### config.mk
export PLATFORM = sky130hd
export DESIGN_NAME = shift_register_bank
export DESIGN_NICKNAME = d
export VERILOG_FILES = /design/src/rtl/shift_register_bank.sv
export SDC_FILE = /design/constraint.sdc
export NUM_CORES = 1
export LEC_CHECK = 0
export CORE_MARGIN = 2
export CORE_UTILIZATION = 37
export CTS_CLUSTER_SIZE = 8
export DETAILED_ROUTE_END_ITERATION = 6
export SYNTH_ARGS = -nofsm -noshare
export SYNTH_HDL_FRONTEND = slang
export SYNTH_SLANG_ARGS = --single-unit
### constraint.sdc
create_clock -name i_clk -period 2.5 [get_ports i_clk]
set_clock_uncertainty 0.15 [all_clocks]
set_input_delay 0.5 -clock i_clk [delete_from_list [all_inputs] [get_ports i_clk]]
set_output_delay 0.5 -clock i_clk [all_outputs]
set_load 0.05 [all_outputs]
### src/rtl/shift_register_bank.sv
// ---------------------------------------------------------------------------
// shift_register_bank
//   A bank of NUM_REGS registers, each WIDTH bits wide, for the qtcore
//   datapath. Any one register can be loaded, shifted left, shifted right or
//   rotated left by an addressed functional write. Two independent read
//   ports give combinational access to the bank. All registers are also
//   linked into one serial scan chain. A bit counter tracks progress through
//   each full pass of the chain and pulses when a pass completes.
//
// Ports
//   i_clk          clock, all state updates on the rising edge
//   i_rst          synchronous active-high reset
//   i_we           functional op enable for register i_waddr
//   i_waddr        target register of the functional op
//   i_op           00 LOAD, 01 SHL, 10 SHR, 11 ROTL
//   i_wdata        load data; bit 0 is also the SHL fill bit
//   i_raddr_a      read port A address
//   o_rdata_a      read port A data (combinational, 0 when out of range)
//   i_raddr_b      read port B address
//   o_rdata_b      read port B data (combinational, 0 when out of range)
//   i_scan_enable  shift the whole chain by one bit
//   i_scan_in      serial input into reg[0] bit 0
//   o_scan_out     serial output, MSB of the last register
//   o_scan_count   bits shifted in the current pass, 0..CHAIN_LEN-1
//   o_scan_done    one-cycle pulse after the last shift of a pass
// ---------------------------------------------------------------------------
module shift_register_bank #(
  parameter  int WIDTH     = 8,
  parameter  int NUM_REGS  = 4,
  localparam int ADDR_W    = (NUM_REGS > 1) ? $clog2(NUM_REGS) : 1,
  localparam int CHAIN_LEN = NUM_REGS * WIDTH,
  localparam int CNT_W     = (CHAIN_LEN > 1) ? $clog2(CHAIN_LEN) : 1
) (
  input  logic              i_clk,
  input  logic              i_rst,
  input  logic              i_we,
  input  logic [ADDR_W-1:0] i_waddr,
  input  logic [1:0]        i_op,
  input  logic [WIDTH-1:0]  i_wdata,
  input  logic [ADDR_W-1:0] i_raddr_a,
  output logic [WIDTH-1:0]  o_rdata_a,
  input  logic [ADDR_W-1:0] i_raddr_b,
  output logic [WIDTH-1:0]  o_rdata_b,
  input  logic              i_scan_enable,
  input  logic              i_scan_in,
  output logic              o_scan_out,
  output logic [CNT_W-1:0]  o_scan_count,
  output logic              o_scan_done
);

  typedef enum logic [1:0] {
    OP_LOAD = 2'b00,
    OP_SHL  = 2'b01,
    OP_SHR  = 2'b10,
    OP_ROTL = 2'b11
  } op_t;

  localparam logic [CNT_W-1:0] LAST_COUNT = CNT_W'(CHAIN_LEN - 1);

  logic [WIDTH-1:0]     r_regs      [NUM_REGS];
  logic [CNT_W-1:0]     r_scanCount;
  logic                 r_scanDone;

  logic [WIDTH-1:0]     w_regsNext  [NUM_REGS];
  logic [CHAIN_LEN-1:0] w_chain;
  logic [CHAIN_LEN-1:0] w_chainShifted;
  logic                 w_shiftDo;

  // Functional op result for one register. The shift-based forms stay
  // valid when WIDTH is 1: SHL then yields the fill bit, SHR yields 0 and
  // ROTL leaves the bit unchanged, with no out-of-range part selects.
  function automatic logic [WIDTH-1:0] applyOp(
    input op_t              op,
    input logic [WIDTH-1:0] cur,
    input logic [WIDTH-1:0] data
  );
    logic [WIDTH-1:0] result;
    case (op)
      OP_LOAD: result = data;
      OP_SHL:  result = (cur << 1) | WIDTH'(data[0]);
      OP_SHR:  result = cur >> 1;
      OP_ROTL: result = (cur << 1) | (cur >> (WIDTH - 1));
      default: result = cur;
    endcase
    return result;
  endfunction

  // Flatten the bank into one chain vector with reg[0] at the LSB end, so
  // a single left shift moves every bit one step toward o_scan_out and
  // carries each register's MSB into the next register's LSB.
  always_comb begin
    w_chain = '0;
    for (int i = 0; i < NUM_REGS; i++) begin
      w_chain[i*WIDTH +: WIDTH] = r_regs[i];
    end
    w_chainShifted = (w_chain << 1) | CHAIN_LEN'(i_scan_in);
  end

  // Next-state selection with a strict priority: a functional write wins
  // over a scan shift, and an out-of-range write address still blocks the
  // shift even though no register matches it.
  always_comb begin
    w_shiftDo = 1'b0;
    for (int i = 0; i < NUM_REGS; i++) begin
      w_regsNext[i] = r_regs[i];
    end
    if (i_we) begin
      for (int i = 0; i < NUM_REGS; i++) begin
        if (i_waddr == ADDR_W'(i)) begin
          w_regsNext[i] = applyOp(op_t'(i_op), r_regs[i], i_wdata);
        end
      end
    end else if (i_scan_enable) begin
      w_shiftDo = 1'b1;
      for (int i = 0; i < NUM_REGS; i++) begin
        w_regsNext[i] = w_chainShifted[i*WIDTH +: WIDTH];
      end
    end
  end

  // State registers. The pass counter only moves on a performed shift and
  // the done flag records that the shift just taken wrapped the counter,
  // so it is high for exactly the following cycle.
  always_ff @(posedge i_clk) begin
    if (i_rst) begin
      for (int i = 0; i < NUM_REGS; i++) begin
        r_regs[i] <= '0;
      end
      r_scanCount <= '0;
      r_scanDone  <= 1'b0;
    end else begin
      for (int i = 0; i < NUM_REGS; i++) begin
        r_regs[i] <= w_regsNext[i];
      end
      r_scanDone <= w_shiftDo && (r_scanCount == LAST_COUNT);
      if (w_shiftDo) begin
        r_scanCount <= (r_scanCount == LAST_COUNT) ? '0
                                                   : r_scanCount + CNT_W'(1);
      end
    end
  end

  // Read ports are a plain address decode with no write bypass; an address
  // that matches no register falls through to zero.
  always_comb begin
    o_rdata_a = '0;
    o_rdata_b = '0;
    for (int i = 0; i < NUM_REGS; i++) begin
      if (i_raddr_a == ADDR_W'(i)) begin
        o_rdata_a = r_regs[i];
      end
      if (i_raddr_b == ADDR_W'(i)) begin
        o_rdata_b = r_regs[i];
      end
    end
  end

  assign o_scan_out   = r_regs[NUM_REGS-1][WIDTH-1];
  assign o_scan_count = r_scanCount;
  assign o_scan_done  = r_scanDone;

endmodule
==> flow_summary_export.csv <==
group,metric,value,unit
status,outcome,"finished clean",
clock_tree,htreeDepth,2,
route,dr.pass1.iters,4,
floorplan,rows,29,
power_and_ir_drop,ir_worst_vdd,0.319,mV
power_and_ir_drop,powerDensity,557,nW/um^2
yosys,ys_warn_count,0,
worst_setup_path,worstPathArrival,1590,ps
clock_tree,ctsHoldBuffers,0,
cells_and_area,layout.nets,327,
power_and_ir_drop,leakage,1.15,nW
worst_setup_path,critPathBufInv,1,
sta,layout_min_cycle_time,2240,ps
placed_design,placed_cells,374,
global_routing,grt-ovfl-total,0,
placed_design,place_congestion,0.845,
clock_tree,cts_tree,"built",
floorplan,core-area,6280,um^2
worst_setup_path,critPathKind,"reg2out",
route,viasPerCell,5.99,
sta,finalCritPeriodShare,89.5,%
floorplan,pin_count,44,
floorplan,die-area,7040,um^2
route,wirelength,7260,um
sta,tightest_slew,946,ps
clock_tree,numClockSinks,38,
yosys,synthDistinctLibCells,32,
yosys,netlist_area,2360,um^2
clock_tree,clk_latency,290,ps
worst_setup_path,crit_path_max_incr_delay,850,ps
yosys,synth.yosys.seq_area_share,32.2,%
yosys,synth_nets,278,
worst_setup_path,endpoint_kind,"primary output",
global_routing,grt_usage,21.0,%
yosys,synth-seq-cells,38,
power_and_ir_drop,p_switching,0.512,mW
power_and_ir_drop,power.internal,1.26,mW
yosys,synthCells,255,
global_routing,antenna_found_initial,0,
sta,maxSlewHeadroom,36.2,%
sta,finalHoldViolCount,0,
sta,max_freq,0.447,GHz
cells_and_area,drive_gt1_share,23.3,%
worst_setup_path,worstPathRequired,1850,ps
global_routing,grt_pass1_wl,11800,um
route,wl_per_cell,19.0,um
worst_setup_path,critical_path.top_delay_family,"buffers and inverters",
placed_design,io_buffers,43,
route,drt_iter0_markers,157,
clock_tree,clkTransAtPathRegs,80,ps
worst_setup_path,critPathLaunchType,"flop",
power_and_ir_drop,p_clk_share,37.3,%
route,ant_nets,0,
floorplan,initial_core_util,37.6,%
floorplan,die_x,83.9,um
min_path,min-delay-path-class,"reg2reg",
global_routing,grt_pass1_vias,2249,
worst_setup_path,cp_slowest_cell,"clkdlybuf4s50_1",
worst_setup_path,worstPathMaxFanout,6,
yosys,syn-mean-instance-area,9.26,um^2
cells_and_area,syn2layout_area_growth,35.0,%
power_and_ir_drop,pwr-share-seq,38.4,%
sta,finalSetupViolCount,0,
sta,rsz0062_at_grt,"false",
power_and_ir_drop,switching_share,28.9,%
route,route.detailed.drc,0,
sta,slew_viol_final,0,
route,num_vias,2289,
global_routing,grt_max_degree,34,
cells_and_area,fill_cells,588,
clock_tree,clockBufferDepth,2,
worst_setup_path,r2r_setup_slack,620,ps
run,cap_violations,0,
clock_tree,numCtsBuffers,5,
placed_design,dp.final_hpwl,5160,um
clock_tree,root_buffer,"clkbuf_8",
cells_and_area,antenna_cells,0,
cells_and_area,finalNonFillerCells,382,
power_and_ir_drop,combPwrFrac,24.3,%
worst_setup_path,path_cells,"clkdlybuf4s50_1",
cells_and_area,post-route-util,50.8,%
floorplan,fp.dieH,83.9,um
[final timing paths]
path	from	end	cells past startpoint
setup / recovery	r_regs[3][7]	o_scan_out	1
hold reg to reg	o_scan_count[4]	o_scan_count[4]	2
setup reg to reg	o_scan_count[0]	o_scan_count[3]	5
hold / removal	o_scan_count[4]	o_scan_count[4]	2
[worst register-to-register path, stage by stage (launching register included)]
cell and delay (ps):
dfxtp_1 360, ha_1 230, and3_1 190, ha_1 230
or4_1 510, a21oi_1 150
[logic make-up (layout without fill, tap and decap cells)]
group | Yosys count | in the layout | synth area share (%)
AND/OR/NAND/NOR | 91 | 91 | 19.2
AO/OA/AOI/OAI | 77 | 77 | 23.9
flip-flops | 38 | 38 | 32.2
buffers and inverters | 27 | 77 | 6.47
multiplexers | 20 | 20 | 17.2
adder cells (fa/ha/maj) | 2 | 2 | 1.06
[layer usage]
| metal | part of all wire (%) | vias to the layer above | global-route usage, % | wire length (um) |
|---|---|---|---|---|
| li1 | - | 1087 | - | - |
| met1 | 45 | 1118 | 28.3 | 3240 |
| met2 | 48 | 78 | 34.0 | 3470 |
| met3 | 6.2 | 6 | 4.45 | 448 |
| met4 | 1.3 | 0 | 6.45 | 98 |
| met5 | 0 | - | 0 | 0 |
[layout by cell type, fill, tap and decap left out, types with 2 or more instances in the layout]
master / instances
dfxtp_1: 38
nand2_1: 29
a211oi_1: 28
nor2_1: 25
o32ai_1: 24
clkdlybuf4s50_1: 23
buf_4: 18
mux4_2: 16
buf_6: 13
o21ai_0: 9
a21oi_1: 9
nor2b_1: 8
nor3_1: 8
buf_12: 7
clkbuf_8: 6
nand2b_1: 5
or2_1: 4
mux2_2: 4
a311oi_1: 4
dlymetal6s2s_1: 4
and3_1: 3
and3b_1: 2
inv_1: 2
ha_1: 2
bufinv_16: 2
buf_8: 2
[timing repair]
action / in CTS / in global routing
gates resized for setup: 10 / 11
endpoints found under the setup margin: 10 / 13
setup buffers: 0 / 0
[state kept, by name, indices dropped and copies added, names as in the netlist]
| register | count |
|---|---|
| r_regs | 32 |
| o_scan_count | 5 |
| o_scan_done | 1 |
[synthesized netlist by cell type (all sizes together)]
cell type / number / area share, %
nand2b: 6 / 1.9
o32ai: 24 / 8.9
o21ai: 10 / 2.1
nor3b: 1 / 0.53
dfxtp: 38 / 32
and3b: 2 / 0.74
and4bb: 1 / 0.53
clkbuf: 5 / 0.79
a21oi: 9 / 1.9
nand3: 1 / 0.21
or4b: 1 / 0.42
nor2: 25 / 4.0
and3: 3 / 0.79
mux4: 16 / 15
nor2b: 8 / 2.1
mux2: 4 / 1.9
nor3: 8 / 1.7
or3: 1 / 0.27
o21a: 1 / 0.32
or2: 4 / 1.1
inv: 2 / 0.32
ha: 2 / 1.1
a211oi: 28 / 8.9
a31oi: 1 / 0.27
or4: 1 / 0.32
nand2: 29 / 4.6
a311oi: 4 / 1.5
buf: 20 / 5.4
[cell type report]
class	instances	area, um^2	area share (%)
Timing Repair Buffer	67	732	23.0
Inverter	2	7.51	0.236
Multi-Input combinational cell	190	1450	45.4
Sequential cell	38	761	23.9
Clock buffer	6	82.6	2.59
Tap cell	77	96.3	3.02
Clock inverter	2	60.1	1.88
[power by group through the flow]
| stage | Clock [mW] | Sequential (mW) | Combinational (mW) |
|---|---|---|---|
| floorplan | 0 | 0.686 | 0.262 |
| detailed placement | 0 | 0.694 | 0.416 |
| global route | 0.694 | 0.686 | 0.459 |
| CTS | 0.669 | 0.680 | 0.426 |
| global placement | 0 | 0.694 | 0.413 |
| finish | 0.662 | 0.681 | 0.431 |
[metrics by stage]
step	total power, mW	hold WS (ps)	setup TNS (ps)	area [um^2]	setup slack, ps
4_1_cts	1.77	333	0	3150	1.74
6_report	1.77	334	0	3190	262
2_1_floorplan	0.948	332	0	2360	465
3_5_place_dp	1.11	320	-23.8	2970	-14.4
5_1_grt	1.84	364	0	3190	204
3_3_place_gp	1.11	317	-36.3	2970	-15.6
Note: power is estimated with default switching activity, not from simulation.
